<file path="src/rtl/linescan_camera_ctrl.sv">
// rtl/linescan_camera_ctrl.sv - line-scan camera and serial ADC sequencer
//
// Purpose: drives the line-scan camera SI/CLK pins and, for every pixel, one ADC
// conversion plus SPI read-back. Each sample is streamed out as a one-cycle strobe
// with its pixel index. A line is SI pulse, NUM_PIXELS sampled pixels, one tail clock,
// then an optional exposure gap before the next line.
//
// Optional feature: define LINESCAN_STATS_EN to get per-line min/max of pix_data on
// line_min/line_max (updated in the line_done cycle). Without it both are tied to 0.
//
// Ports:
//   clk, reset_n          system clock, asynchronous active-low reset
//   enable                level, 1 = scan lines back to back
//   exposure[23:0]        idle cycles between lines, sampled at line start
//   adc_cfg[5:0]          ADC config word shifted out on adc_sdi_pin, sampled at line start
//   camera_clk_pin        camera pixel clock
//   camera_si_pin         camera start-integration pulse
//   adc_convst_pin        ADC convert start
//   adc_sck_pin           ADC SPI clock (idle low)
//   adc_sdi_pin           ADC config data, MSB first
//   adc_sdo_pin           ADC result data, MSB first
//   pix_valid             one-cycle strobe qualifying pix_data/pix_index
//   pix_data, pix_index   pixel sample and its number
//   line_done             one-cycle strobe with the last pixel of a line
//   busy                  high while a line (or its exposure gap) is in progress
//   line_min, line_max    per-line statistics
module linescan_camera_ctrl #(
   parameter int NUM_PIXELS  = 128,
   parameter int CLK_HALF    = 25,
   parameter int CONV_CYCLES = 80,
   parameter int SCK_HALF    = 2,
   parameter int ADC_BITS    = 12,
   parameter int IDX_W       = $clog2(NUM_PIXELS)
) (
   input  logic                clk,
   input  logic                reset_n,
   input  logic                enable,
   input  logic [23:0]         exposure,
   input  logic [5:0]          adc_cfg,
   output logic                camera_clk_pin,
   output logic                camera_si_pin,
   output logic                adc_convst_pin,
   output logic                adc_sck_pin,
   output logic                adc_sdi_pin,
   input  logic                adc_sdo_pin,
   output logic                pix_valid,
   output logic [ADC_BITS-1:0] pix_data,
   output logic [IDX_W-1:0]    pix_index,
   output logic                line_done,
   output logic                busy,
   output logic [ADC_BITS-1:0] line_min,
   output logic [ADC_BITS-1:0] line_max
);

   localparam int BIT_W = $clog2(ADC_BITS);
   localparam logic [23:0] HALF      = 24'(CLK_HALF);
   localparam logic [23:0] HALF_LAST = 24'(CLK_HALF - 1);
   localparam logic [23:0] TAIL_LAST = 24'(2 * CLK_HALF - 1);
   localparam logic [23:0] CONV_LAST = 24'(CONV_CYCLES - 1);
   localparam logic [23:0] SCK_HI    = 24'(SCK_HALF);
   localparam logic [23:0] SCK_LAST  = 24'(2 * SCK_HALF - 1);
   localparam logic [BIT_W-1:0] BIT_LAST = BIT_W'(ADC_BITS - 1);
   localparam logic [IDX_W-1:0] IDX_LAST = IDX_W'(NUM_PIXELS - 1);

   typedef enum logic [3:0] {
      S_IDLE, S_SI_HIGH, S_SI_CLK, S_CONV, S_CONV_WAIT, S_SHIFT,
      S_PIX_OUT, S_CLK_HI, S_CLK_LO, S_TAIL_CLK, S_EXPOSE
   } state_t;

   state_t              state_q, state_d;
   logic [23:0]         cnt_q, cnt_d;
   logic [BIT_W-1:0]    sbit_q, sbit_d;
   logic [IDX_W-1:0]    idx_q, idx_d;
   logic [23:0]         exp_q, exp_d;
   logic [5:0]          cfg_q, cfg_d;
   logic [ADC_BITS-1:0] shift_q;
   logic [ADC_BITS-1:0] pix_data_q;
   logic [IDX_W-1:0]    pix_index_q;
   logic camera_clk_q, camera_clk_d, si_q, si_d, convst_q, convst_d;
   logic adc_sck_q, adc_sck_d, adc_sdi_q, adc_sdi_d;
   logic pix_valid_q, pix_valid_d, line_done_q, line_done_d, busy_q, busy_d;
   logic [15:0] cfg_word;

   always_comb begin
      state_d = state_q;
      cnt_d   = cnt_q + 24'd1;
      sbit_d  = sbit_q;
      idx_d   = idx_q;
      exp_d   = exp_q;
      cfg_d   = cfg_q;
      case (state_q)
         S_IDLE: begin
            cnt_d = '0;
            if (enable) state_d = S_SI_HIGH;
         end
         S_SI_HIGH: if (cnt_q == HALF_LAST) begin state_d = S_SI_CLK; cnt_d = '0; end
         S_SI_CLK:  if (cnt_q == HALF_LAST) begin state_d = S_CONV;   cnt_d = '0; end
         // counter keeps running into CONV_WAIT so the conversion time is measured from convst rise
         S_CONV:      if (cnt_q == 24'd1) state_d = S_CONV_WAIT;
         S_CONV_WAIT: if (cnt_q >= CONV_LAST) begin state_d = S_SHIFT; cnt_d = '0; end
         // cnt is the phase inside one sck period, sbit the period number
         S_SHIFT: if (cnt_q == SCK_LAST) begin
            cnt_d = '0;
            if (sbit_q == BIT_LAST) begin
               state_d = S_PIX_OUT;
               sbit_d  = '0;
            end else begin
               sbit_d = sbit_q + BIT_W'(1);
            end
         end
         // the camera already shows pixel 0 after the SI clock, so the last pixel skips
         // straight to the tail clock: NUM_PIXELS clocks plus one tail clock per line
         S_PIX_OUT: begin
            cnt_d   = '0;
            state_d = (idx_q == IDX_LAST) ? S_TAIL_CLK : S_CLK_HI;
         end
         S_CLK_HI: if (cnt_q == HALF_LAST) begin state_d = S_CLK_LO; cnt_d = '0; end
         S_CLK_LO: if (cnt_q == HALF_LAST) begin
            state_d = S_CONV;
            cnt_d   = '0;
            idx_d   = idx_q + IDX_W'(1);
         end
         S_TAIL_CLK: if (cnt_q == TAIL_LAST) begin
            cnt_d = '0;
            if (!enable)          state_d = S_IDLE;
            else if (exp_q == '0) state_d = S_SI_HIGH;
            else                  state_d = S_EXPOSE;
         end
         S_EXPOSE: if (cnt_q == exp_q - 24'd1) begin
            cnt_d   = '0;
            state_d = enable ? S_SI_HIGH : S_IDLE;
         end
         default: begin state_d = S_IDLE; cnt_d = '0; end
      endcase
      // line start: sample the line settings and rewind the pixel counter
      if (state_d == S_SI_HIGH && state_q != S_SI_HIGH) begin
         exp_d = exposure;
         cfg_d = adc_cfg;
         idx_d = '0;
      end
   end

   // Pin values are decoded from the next state and registered, so every pin is a flop
   always_comb begin
      camera_clk_d = 1'b0;
      si_d         = 1'b0;
      convst_d     = 1'b0;
      adc_sck_d    = 1'b0;
      adc_sdi_d    = 1'b0;
      pix_valid_d  = 1'b0;
      line_done_d  = 1'b0;
      busy_d       = (state_d != S_IDLE);
      cfg_word     = {cfg_d, 10'b0};
      case (state_d)
         S_SI_HIGH: si_d = 1'b1;
         S_SI_CLK:  begin si_d = 1'b1; camera_clk_d = 1'b1; end
         S_CONV:    convst_d = 1'b1;
         S_SHIFT: begin
            adc_sck_d = (cnt_d >= SCK_HI);
            adc_sdi_d = cfg_word[4'd15 - 4'(sbit_d)];
         end
         S_PIX_OUT: begin
            pix_valid_d = 1'b1;
            line_done_d = (idx_d == IDX_LAST);
         end
         S_CLK_HI:   camera_clk_d = 1'b1;
         S_TAIL_CLK: camera_clk_d = (cnt_d < HALF);
         default: ;
      endcase
   end

   always_ff @(posedge clk or negedge reset_n) begin
      if (!reset_n) begin
         state_q      <= S_IDLE;
         cnt_q        <= '0;
         sbit_q       <= '0;
         idx_q        <= '0;
         exp_q        <= '0;
         cfg_q        <= '0;
         shift_q      <= '0;
         pix_data_q   <= '0;
         pix_index_q  <= '0;
         camera_clk_q <= 1'b0;
         si_q         <= 1'b0;
         convst_q     <= 1'b0;
         adc_sck_q    <= 1'b0;
         adc_sdi_q    <= 1'b0;
         pix_valid_q  <= 1'b0;
         line_done_q  <= 1'b0;
         busy_q       <= 1'b0;
      end else begin
         state_q      <= state_d;
         cnt_q        <= cnt_d;
         sbit_q       <= sbit_d;
         idx_q        <= idx_d;
         exp_q        <= exp_d;
         cfg_q        <= cfg_d;
         camera_clk_q <= camera_clk_d;
         si_q         <= si_d;
         convst_q     <= convst_d;
         adc_sck_q    <= adc_sck_d;
         adc_sdi_q    <= adc_sdi_d;
         pix_valid_q  <= pix_valid_d;
         line_done_q  <= line_done_d;
         busy_q       <= busy_d;
         // sample sdo on the same edge that raises the sck pin
         if (adc_sck_d && !adc_sck_q) shift_q <= {shift_q[ADC_BITS-2:0], adc_sdo_pin};
         if (state_d == S_PIX_OUT) begin
            pix_data_q  <= shift_q;
            pix_index_q <= idx_q;
         end
      end
   end

`ifdef LINESCAN_STATS_EN
   logic [ADC_BITS-1:0] run_min_q, run_max_q, min_q, max_q;
   logic [ADC_BITS-1:0] cur_min, cur_max, new_min, new_max;

   // pixel 0 restarts the running values
   always_comb begin
      cur_min = (idx_q == '0) ? shift_q : run_min_q;
      cur_max = (idx_q == '0) ? shift_q : run_max_q;
      new_min = (shift_q < cur_min) ? shift_q : cur_min;
      new_max = (shift_q > cur_max) ? shift_q : cur_max;
   end

   always_ff @(posedge clk or negedge reset_n) begin
      if (!reset_n) begin
         run_min_q <= '0;
         run_max_q <= '0;
         min_q     <= '0;
         max_q     <= '0;
      end else if (state_d == S_PIX_OUT) begin
         run_min_q <= new_min;
         run_max_q <= new_max;
         if (idx_q == IDX_LAST) begin
            min_q <= new_min;
            max_q <= new_max;
         end
      end
   end

   assign line_min = min_q;
   assign line_max = max_q;
`else
   assign line_min = '0;
   assign line_max = '0;
`endif

   assign camera_clk_pin = camera_clk_q;
   assign camera_si_pin  = si_q;
   assign adc_convst_pin = convst_q;
   assign adc_sck_pin    = adc_sck_q;
   assign adc_sdi_pin    = adc_sdi_q;
   assign pix_valid      = pix_valid_q;
   assign pix_data       = pix_data_q;
   assign pix_index      = pix_index_q;
   assign line_done      = line_done_q;
   assign busy           = busy_q;

endmodule

</file>
<file path="config.mk">
export PLATFORM = sky130hd
export DESIGN_NAME = linescan_camera_ctrl
export DESIGN_NICKNAME = d
export VERILOG_FILES = /design/src/rtl/linescan_camera_ctrl.sv
export SDC_FILE = /design/constraint.sdc
export NUM_CORES = 1
export LEC_CHECK = 0
export BUFFER_PORTS_ARGS = -buffer_cell sky130_fd_sc_hd__buf_2
export CORE_MARGIN = 4
export CORE_UTILIZATION = 35
export DETAILED_ROUTE_END_ITERATION = 8
export PLACE_DENSITY = 0.62
export REMOVE_ABC_BUFFERS = 1
export SLEW_MARGIN = 40
export SYNTH_ARGS = -nofsm -noshare
export SYNTH_HDL_FRONTEND = slang
export SYNTH_SLANG_ARGS = --single-unit
</file>
<file path="constraint.sdc">
create_clock -name clk -period 5.5 [get_ports clk]
set_clock_uncertainty 0.15 [all_clocks]
set_input_delay 0.825 -clock clk [delete_from_list [all_inputs] [get_ports clk]]
set_output_delay 0.825 -clock clk [all_outputs]
set_load 0.005 [all_outputs]
</file>
Yosys cells after proc, flatten, opt, wreduce, memory -nomap -nowiden --
Index checks and enable logic that the tools add are counted.
Word-level totals: word-level logic and storage cells 99, memories 0, ROM bits 0, bits in latches 0, flip-flop bits (word level) 108, output and inout bits 51, memory bits (writable) 0, bits of input ports 34
Operators by class: muxes and demuxes 37, bitwise logic cells 0, equal/unequal tests 26, add/sub/neg operators 5, reductions and logical operators 10, magnitude comparators 4, shifts and indexed selects 0, divide/modulo/power cells 0, $mul 0
Operators by type and width (number):
- 24-bit case mux with 6 select lines | 1
- 24-bit two-way mux | 5
- 4-bit two-way mux | 16
- 4-bit case mux with 10 select lines | 1
- 4-bit by 3-bit == test with 1-bit output (second input constant) | 7
- 24-bit by 1-bit adder with 24-bit output (second input constant) | 1
- 24-bit by 1-bit == test with 1-bit output (second input constant) | 1
- 24-bit by 2-bit == test with 1-bit output (second input constant) | 1
- 24-bit == test | 1
- 24-bit by 5-bit == test with 1-bit output (second input constant) | 1
- 24-bit by 6-bit == test with 1-bit output (second input constant) | 1
- 24-bit by 2-bit >= comparator with 1-bit output (second input constant) | 1
- 24-bit by 7-bit >= comparator with 1-bit output (second input constant) | 1
- 24-bit zero test | 1
- 24-bit by 5-bit less-than comparator with 1-bit output (second input constant) | 1
- 24-bit by 1-bit subtractor with 24-bit output (second input constant) | 1
- 7-bit two-way mux | 3
- 4-bit == test (second input constant) | 5
- 4-bit by 2-bit == test with 1-bit output (second input constant) | 4
- 7-bit == test (second input constant) | 2
- 4-bit by 1-bit == test with 1-bit output (second input constant) | 2
- 1-bit two-way mux | 8
- 7-bit by 1-bit adder with 7-bit output (second input constant) | 1
- 6-bit two-way mux | 1
- other kinds (12) | 15

Depth between registers and ports, before layout --
Gate-level depths: netlist of the first run.
depth after elaboration 11, gate-level depth with buffers 14, depth with buffers taken out 12

Worst setup path before layout of the first run --
Ideal clock, no wire load.
path kind flip-flop to flip-flop, start reg cnt_q[15], end reg adc_sdi_q, in the netlist adc_sdi_pin, arrival 3.738 ns, required time 5.222 ns, setup slack 1.484 ns, clock period less this slack 4.016 ns, cell stages (with the launch flop) 13, setup time 0.128 ns, buffers on the path 2, cells stage by stage dfrtp_1 -> buf_6 -> or4_4 -> or3_1 -> buf_2 -> nor3_1 -> mux2_2 -> a211o_1 -> a2111oi_4 -> a21boi_4 -> mux2_4 -> o211ai_1 -> a31oi_1
On the way: longest elaborated chain between the ends 9, elaborated cells between the ends (all ways) 25, classes of those cells add/sub: 1; order compare: 1; eq/ne: 7; mux: 15; reduce/logical: 1
Ends and longest elaborated chain:
- from (decl) | line 71 | logic [23:0] cnt_q, cnt_d;
- from (signal assigned) | line 193 | cnt_q <= cnt_d;
- 24-bit by 7-bit >= comparator with 1-bit output, or another cell as far along | line 100 | S_CONV_WAIT: if (cnt_q >= CONV_LAST) begin state_d = S_SHIFT; cnt_d = '0; end
- 4-bit two-way mux, or another cell as far along | line 100
- 4-bit case mux with 10 select lines (*) | line 91 | case (state_q)
- 4-bit by 1-bit == test with 1-bit output (*) | line 136 | if (state_d == S_SI_HIGH && state_q != S_SI_HIGH) begin
- 1-bit logical AND (*) | line 136
- 6-bit two-way mux (*) | line 136
- via cfg_d[5] | line 75 | logic [5:0] cfg_q, cfg_d;
- 1-bit binary-select mux with 4-bit select (*) | line 160 | adc_sdi_d = cfg_word[4'd15 - 4'(sbit_d)];
- 1-bit two-way mux (implied by the code) (*) | line 160
- 1-bit two-way mux (*) | line 154 | case (state_d)
- via adc_sdi_d | line 80 | logic adc_sck_q, adc_sck_d, adc_sdi_q, adc_sdi_d;
- to (signal assigned) | line 202 | adc_sdi_q <= adc_sdi_d;
- to (decl) | line 80
The timed path passes the listed nets; every way through them passes the cells marked *. The select of a mux whose other input is x is not followed. A chain may end at the register's enable or synchronous reset.

Worst setup path after layout of the first run --
start reg cnt_q[15], end reg exp_q[22]
On the way: longest elaborated chain between the ends 5, elaborated cells between the ends (all ways) 17, classes of those cells order compare: 1; eq/ne: 6; mux: 9; reduce/logical: 1
Ends and longest elaborated chain:
- 24-bit by 7-bit >= comparator with 1-bit output, or another cell as far along | line 100
- 4-bit two-way mux, or another cell as far along | line 100
- 4-bit case mux with 10 select lines (*) | line 91
- 4-bit by 1-bit == test with 1-bit output (*) | line 136
- 1-bit logical AND (*) | line 136
- to (signal assigned) | line 196 | exp_q <= exp_d;
- to (decl) | line 74 | logic [23:0] exp_q, exp_d;
Mark *: on every way between the ends. The rest lies on a longest branch, timed or not.

==> metrics.yaml, run 1 <==
clock_network:
  cts_setup_buffers: 0
  clk_latency_ns: 0.36
  clkTransAtPathRegs_ns: 0.07
  clock-root-buffer: "clkbuf_16"
  cts-buffers-inserted: 9
  hold_buffers: 0
  clock_path_buffers: 2
  clock_sinks: 108
  tritoncts: "done"
  cts_resized: 0
  cts_htree_levels: 3
worst_setup_path:
  slowest_stage: "or4_4"
  critPathLaunchType: "flip-flop"
  cp_common_cell: "mux2_2"
  cp_cell_sequence: "or4_4 -> or3_1 -> nor3_1 -> mux2_2 -> a211o_1 -> a2111oi_4 -> a21boi_4 -> buf_4 -> mux2_2"
  ff2ff_path_depth: 9
  end_kind: "flip-flop"
  max_stage_delay_ns: 0.58
  required_ns: 5.59
  arrival_ns: 4.81
  critPathMaxFanout: 34
  crit_type: "flip-flop to flip-flop"
sta:
  setup_viol: 0
  hold_viol: 0
  finalSetupTns_ns: 0
  max_freq_mhz: 212
  drv_slew: 0
  holdWs_ns: 0.272
  finalCritPeriodShare_pct: 85.7
  min_period_ns: 4.72
  worst_pin_slew_ns: 0.766
  rsz0062_at_grt: "false"
  setup_slack_ns: 0.784
  slew_headroom_pct: 48.8
grt:
  grt_pass1_vias: 5042
  antenna_found_initial: 0
  grt_max_degree: 61
  grt_util_all_layers_pct: 14.8
  grt_pass1_wl_um: 26400
  overflow: 0
power:
  p_leak_nw: 3.31
  irDropWorstVdd_mv: 0.238
  power.density_nw_per_um2: 439
routing:
  via_per_inst: 5.17
  vias: 5223
  wl_per_cell_um: 15.4
  drt-initial-drc-count: 317
  drc: 0
  antenna_left: 0
  dr.pass1.iters: 5
  wl_um: 15600
floorplan:
  die_w_um: 147
  core_area_um2: 18900
  ios: 85
  rows: 50
  die_height_um: 147
  dieArea_um2: 21700
  initial_core_util_pct: 36.0
final_layout:
  final_cell_count_no_fill: 1011
  area_delta_synth_final_pct: 9.74
  drive_above_1_share_pct: 20.1
  finalNetCount: 787
  final_cell_mix: "dfrtp_1 (108), nand2_1 (82), nor2_1 (62), buf_2 (59), mux2_2 (35)"
  num_antenna_cells: 0
  layout_commonest_cell: "dfrtp_1"
  final_core_util_pct: 39.5
yosys:
  ys_ff_latch: 108
  synth_enable_flop_cells: 0
  synth_area_leaders: "dfrtp_1 (40%), mux2_2 (5.8%), nand2_1 (4.5%)"
  syn_inst: 716
  synth_top_area_share_pct: 39.8
  syn_avg_cell_area_um2: 9.49
  syn_area_um2: 6790
  yosys_warnings: 0
  synth_cell_types: 82
  synth_flop_cell: "dfrtp_1"
  synth_largest_area_cell: "dfrtp_1"
  ys_async_sr_fraction_pct: 100
  yosysSeqAreaShare_pct: 39.8
worst_hold_path:
  hold_class: "input pin to async pin"
placed_design:
  place.gp.congestion: 0.879
  placed_cells: 996
  hpwl_um: 11600
  numPortBuffers: 60
  place_ws_ns: 0.819
job:
  drv_cap: 0
status:
  run_status: "finished, final reports clean"
[cell usage after synthesis, types with 4 or more instances]
| master | n |
|---|---|
| buf_2 | 9 |
| buf_4 | 27 |
| and4_1 | 7 |
| nand4_1 | 15 |
| nand2_1 | 82 |
| ha_1 | 6 |
| nand4b_1 | 4 |
| nor4_4 | 4 |
| a31oi_1 | 7 |
| o21ai_0 | 21 |
| o31ai_1 | 5 |
| nor2b_1 | 8 |
| nor4_1 | 9 |
| xor2_1 | 26 |
| clkbuf_1 | 27 |
| or4_1 | 9 |
| or3_1 | 10 |
| and2_1 | 6 |
| dfrtp_1 | 108 |
| mux2_2 | 35 |
| mux2_4 | 11 |
| xnor2_1 | 34 |
| nor2_1 | 62 |
| and3_1 | 11 |
| nor3_1 | 24 |
| a211oi_1 | 5 |
| inv_1 | 19 |
| o211ai_1 | 14 |
| nand3_1 | 25 |
| a21oi_1 | 11 |
[worst paths after layout]
path / from / to / slack (ns)
min in group clk: pix_data[3]$_DFFE_PN0P_ / pix_data[3]$_DFFE_PN0P_ / 0.32
worst max-delay path: cnt_q[15]$_DFF_PN0_ / exp_q[22]$_DFFE_PN0N_ / 0.78
worst min-delay path: reset_n / exp_q[12]$_DFFE_PN0N_ / 0.27
max in group asynchronous: reset_n / idx_q[6]$_DFF_PN0_ / 3.87
worst min register to register: pix_data[3]$_DFFE_PN0P_ / pix_data[3]$_DFFE_PN0P_ / 0.32
worst max register to register: cnt_q[15]$_DFF_PN0_ / exp_q[22]$_DFFE_PN0N_ / 0.78
[metrics by stage]
step / cell area (um2) / power, mW
5_1_grt: 7460 / 3.51
4_1_cts: 7450 / 3.31
2_1_floorplan: 6490 / 2.27
3_5_place_dp: 7170 / 2.66
6_report: 7460 / 3.28
3_3_place_gp: 7160 / 2.64
[where the power goes]
part | switching, mW | total, mW | internal (mW)
Clock | 0.303 | 0.628 | 0.324
Combinational | 0.752 | 1.39 | 0.641
Sequential | 0.289 | 1.26 | 0.967
Total | 1.34 | 3.28 | 1.93
[metal layers]
layer	part of all wire (%)	vias to the layer above	track usage, %
met5	0	-	0
met2	46	131	23.1
li1	-	2574	-
met1	48	2506	21.1
met3	4.3	12	3.18
met4	1.2	0	3.77
[cells by family after synthesis]
family	after synthesis	share of synthesized area, %
flops	108	39.8
buf+inv	88	6.81
simple gates	302	24.6
compound gates	101	11.1
mux	49	8.67
fa+ha+maj	7	1.25
xor+xnor	60	7.73
other cells	1	0.0552
[critical path: cells and delay by family, from the launching register on]
kind                   cells  cell delay (ns)
AND/OR/NAND/NOR            3             1.50
multiplexers               2             0.77
flip-flops                 1             0.48
AO/OA/AOI/OAI              3             1.24
buffers and inverters      1             0.42
[final cells by class]
type	count	area [um2]
clock inverters	5	46.3
inverters	19	71.3
multi-input cells	543	3720
flip-flops and latches	108	2700
clock buffers	10	239
well taps	260	325
repair buffers	66	352
fillers	1899	11400
[registers in the layout (all words and copies together) (netlist names)]
register,count
adc_convst_pin,1
adc_sck_pin,1
adc_sdi_pin,1
busy,1
camera_clk_pin,1
camera_si_pin,1
cfg_q,6
cnt_q,24
exp_q,24
idx_q,7
line_done,1
pix_data,12
pix_index,7
pix_valid,1
sbit_q,4
shift_q,12
state_q,4
Power figures use the tool's default switching activity.
==> inputs of run 2 (changes only) <==
--- a/config.mk
+++ b/config.mk
@@ -6,9 +6,9 @@
 export NUM_CORES = 1
 export LEC_CHECK = 0
 export BUFFER_PORTS_ARGS = -buffer_cell sky130_fd_sc_hd__buf_2
-export CORE_MARGIN = 4
 export CORE_UTILIZATION = 35
 export DETAILED_ROUTE_END_ITERATION = 8
+export GPL_TIMING_DRIVEN = 1
 export PLACE_DENSITY = 0.62
 export REMOVE_ABC_BUFFERS = 1
 export SLEW_MARGIN = 40
==> constraint.sdc (replaced) <==
create_clock -name clk -period 5.5 [get_ports clk]
set_clock_uncertainty 0.15 [all_clocks]
set_input_delay 0.825 -clock clk [delete_from_list [all_inputs] [get_ports clk]]
set_output_delay 0.825 -clock clk [all_outputs]
set_load 0.01 [all_outputs]
==> run 2 against run 1 <==
First-iteration DRC count down 9.5%. Total power up 0.20%. Clock power up 0.6%. Largest power group unchanged. Worst hold slack better by 0.047 ns. Register-to-register slack better by 0.19 ns. Clock-buffer cell count unchanged. Die area down 8.0%. Maximum frequency up 4.2%. Cell area up 0.10%. Global-route usage up 1.1 points.
==> metrics.yaml, run 2 (synthesized netlist as in run 1, its figures left out) <==
sta:
  setup_viol: 0
  max_freq_mhz: 221
  drv_slew: 0
  finalSetupTns_ns: 0
  rsz0062_at_grt: "false"
  slew_headroom_pct: 51.7
  hold_viol: 0
  min_period_ns: 4.53
  worst_pin_slew_ns: 0.722
  finalCritPeriodShare_pct: 82.3
floorplan:
  dieArea_um2: 20000
  initial_core_util_pct: 36.0
  die_height_um: 141
  core_area_um2: 18900
  die_w_um: 141
  ios: 85
  rows: 50
final_layout:
  layout_commonest_cell: "dfrtp_1"
  area_delta_synth_final_pct: 9.85
  regArea_um2: 2700
  drive_above_1_share_pct: 20.1
  num_antenna_cells: 0
  final_cell_mix: "dfrtp_1 (108), nand2_1 (82), nor2_1 (62), buf_2 (59), mux2_2 (35)"
  n_fill_cell: 1906
  finalNetCount: 787
  top_regs: "cnt_q: 24 flops, exp_q: 24 flops"
  final_cell_count_no_fill: 1012
  multi_input_area_um2: 3720
routing:
  via_per_inst: 5.19
  dr.pass1.iters: 4
  wl_um: 15000
  vias: 5248
  wl_per_cell_um: 14.8
  drt-initial-drc-count: 287
  drc: 0
  antenna_left: 0
power:
  p_clk_share_pct: 19.3
  p_switching_mw: 1.34
  power_frac_seq_pct: 38.2
  power.density_nw_per_um2: 440
  swShare_pct: 40.8
  cell_internal_pwr_mw: 1.94
  p_leak_nw: 3.31
  power.share.combinational_pct: 42.6
  irDropWorstVdd_mv: 0.262
  power_mw: 3.28
grt:
  overflow: 0
  grt_pass1_wl_um: 25100
  grt_pass1_vias: 4776
  antenna_found_initial: 0
  grt_util_all_layers_pct: 16.0
  grt_max_degree: 74
clock_network:
  cts_resized: 0
  clkTransAtPathRegs_ns: 0.08
  cts_setup_buffers: 0
  clk_latency_ns: 0.36
  hold_buffers: 0
  tritoncts: "done"
  clock_path_buffers: 2
  clock-root-buffer: "clkbuf_16"
  cts_htree_levels: 3
  cts-buffers-inserted: 9
  clock_sinks: 108
worst_setup_path:
  crit_type: "flip-flop to flip-flop"
  required_ns: 5.59
  ff2ff_path_depth: 10
  r2r-start: "cnt_q[15]$_DFF_PN0_"
  critPathLaunchType: "flip-flop"
  end_kind: "flip-flop"
  crit_end: "adc_sdi_pin$_DFF_PN0_"
  reg2reg_slack_ns: 0.97
  arrival_ns: 4.62
  cp-startpoint: "cnt_q[15]$_DFF_PN0_"
  worstReg2RegEnd: "adc_sdi_pin$_DFF_PN0_"
  critPathMaxFanout: 9
placed_design:
  placed_cells: 996
  hpwl_um: 11000
  numPortBuffers: 60
  place.gp.congestion: 0.931
worst_hold_path:
  hold_class: "input pin to async pin"
job:
  drv_cap: 0
status:
  run_status: "finished, final reports clean"
[run 2: final cells by class]
cell class                 count  share of cell area, %
timing repair buffer          66                   4.88
clock inverter                 6                  0.687
multi-input combinational    543                   49.8
sequential                   108                   36.2
inverter                      19                  0.956
clock buffer                  10                   3.07
tap                          260                   4.36
[run 2: stage by stage]
| stage | hold WS [ns] | utilization, % | instance area (um2) | setup WS (ns) |
|---|---|---|---|---|
| 4_1_cts | 0.327 | 39.5 | 7460 | 0.970 |
| 3_3_place_gp | 0.306 | 38.0 | 7170 | 1.13 |
| 2_1_floorplan | 0.289 | - | 6490 | 0.982 |
| 6_report | 0.319 | 39.5 | 7460 | 0.973 |
| 5_1_grt | 0.346 | 39.5 | 7460 | 0.771 |
| 3_5_place_dp | 0.308 | 38.0 | 7180 | 0.980 |
[run 2: how the worst min path moves through the flow]
stage                               endpoint                startpoint  slack [ns]
floorplan           pix_data[11]$_DFFE_PN0P_   shift_q[11]$_DFFE_PN0P_        0.29
global placement     pix_data[8]$_DFFE_PN0P_   pix_data[8]$_DFFE_PN0P_        0.31
detailed placement  pix_data[11]$_DFFE_PN0P_  pix_data[11]$_DFFE_PN0P_        0.31
CTS                 pix_data[11]$_DFFE_PN0P_  pix_data[11]$_DFFE_PN0P_        0.33
global route         pix_data[8]$_DFFE_PN0P_   pix_data[8]$_DFFE_PN0P_        0.35
finish              pix_index[2]$_DFFE_PN0P_                   reset_n        0.32
[run 2: worst max-delay path: stages (launching register included)]
cell       delay [ns]
dfrtp_1          0.49
or4_4            0.58
or3_1            0.52
nor3_1           0.43
mux2_2           0.38
a211o_1          0.31
a2111oi_4        0.48
a21boi_4         0.44
mux2_4           0.35
o211ai_1         0.16
a31oi_1          0.11
[run 2: power groups by stage]
stage	Sequential, mW	Combinational (mW)	Clock (mW)
after detailed placement	1.27	1.41	0
after global placement	1.26	1.40	0
after global routing	1.29	1.56	0.675
final	1.25	1.40	0.632
after CTS	1.25	1.41	0.650
after floorplan	1.20	1.08	0
[run 2: per-layer routing]
metal	global-route usage [%]	wire, um	up-vias
met2	23.8	6660	146
met5	0	0	-
li1	-	-	2567
met3	2.70	710	16
met1	23.1	7370	2519
met4	5.95	255	0
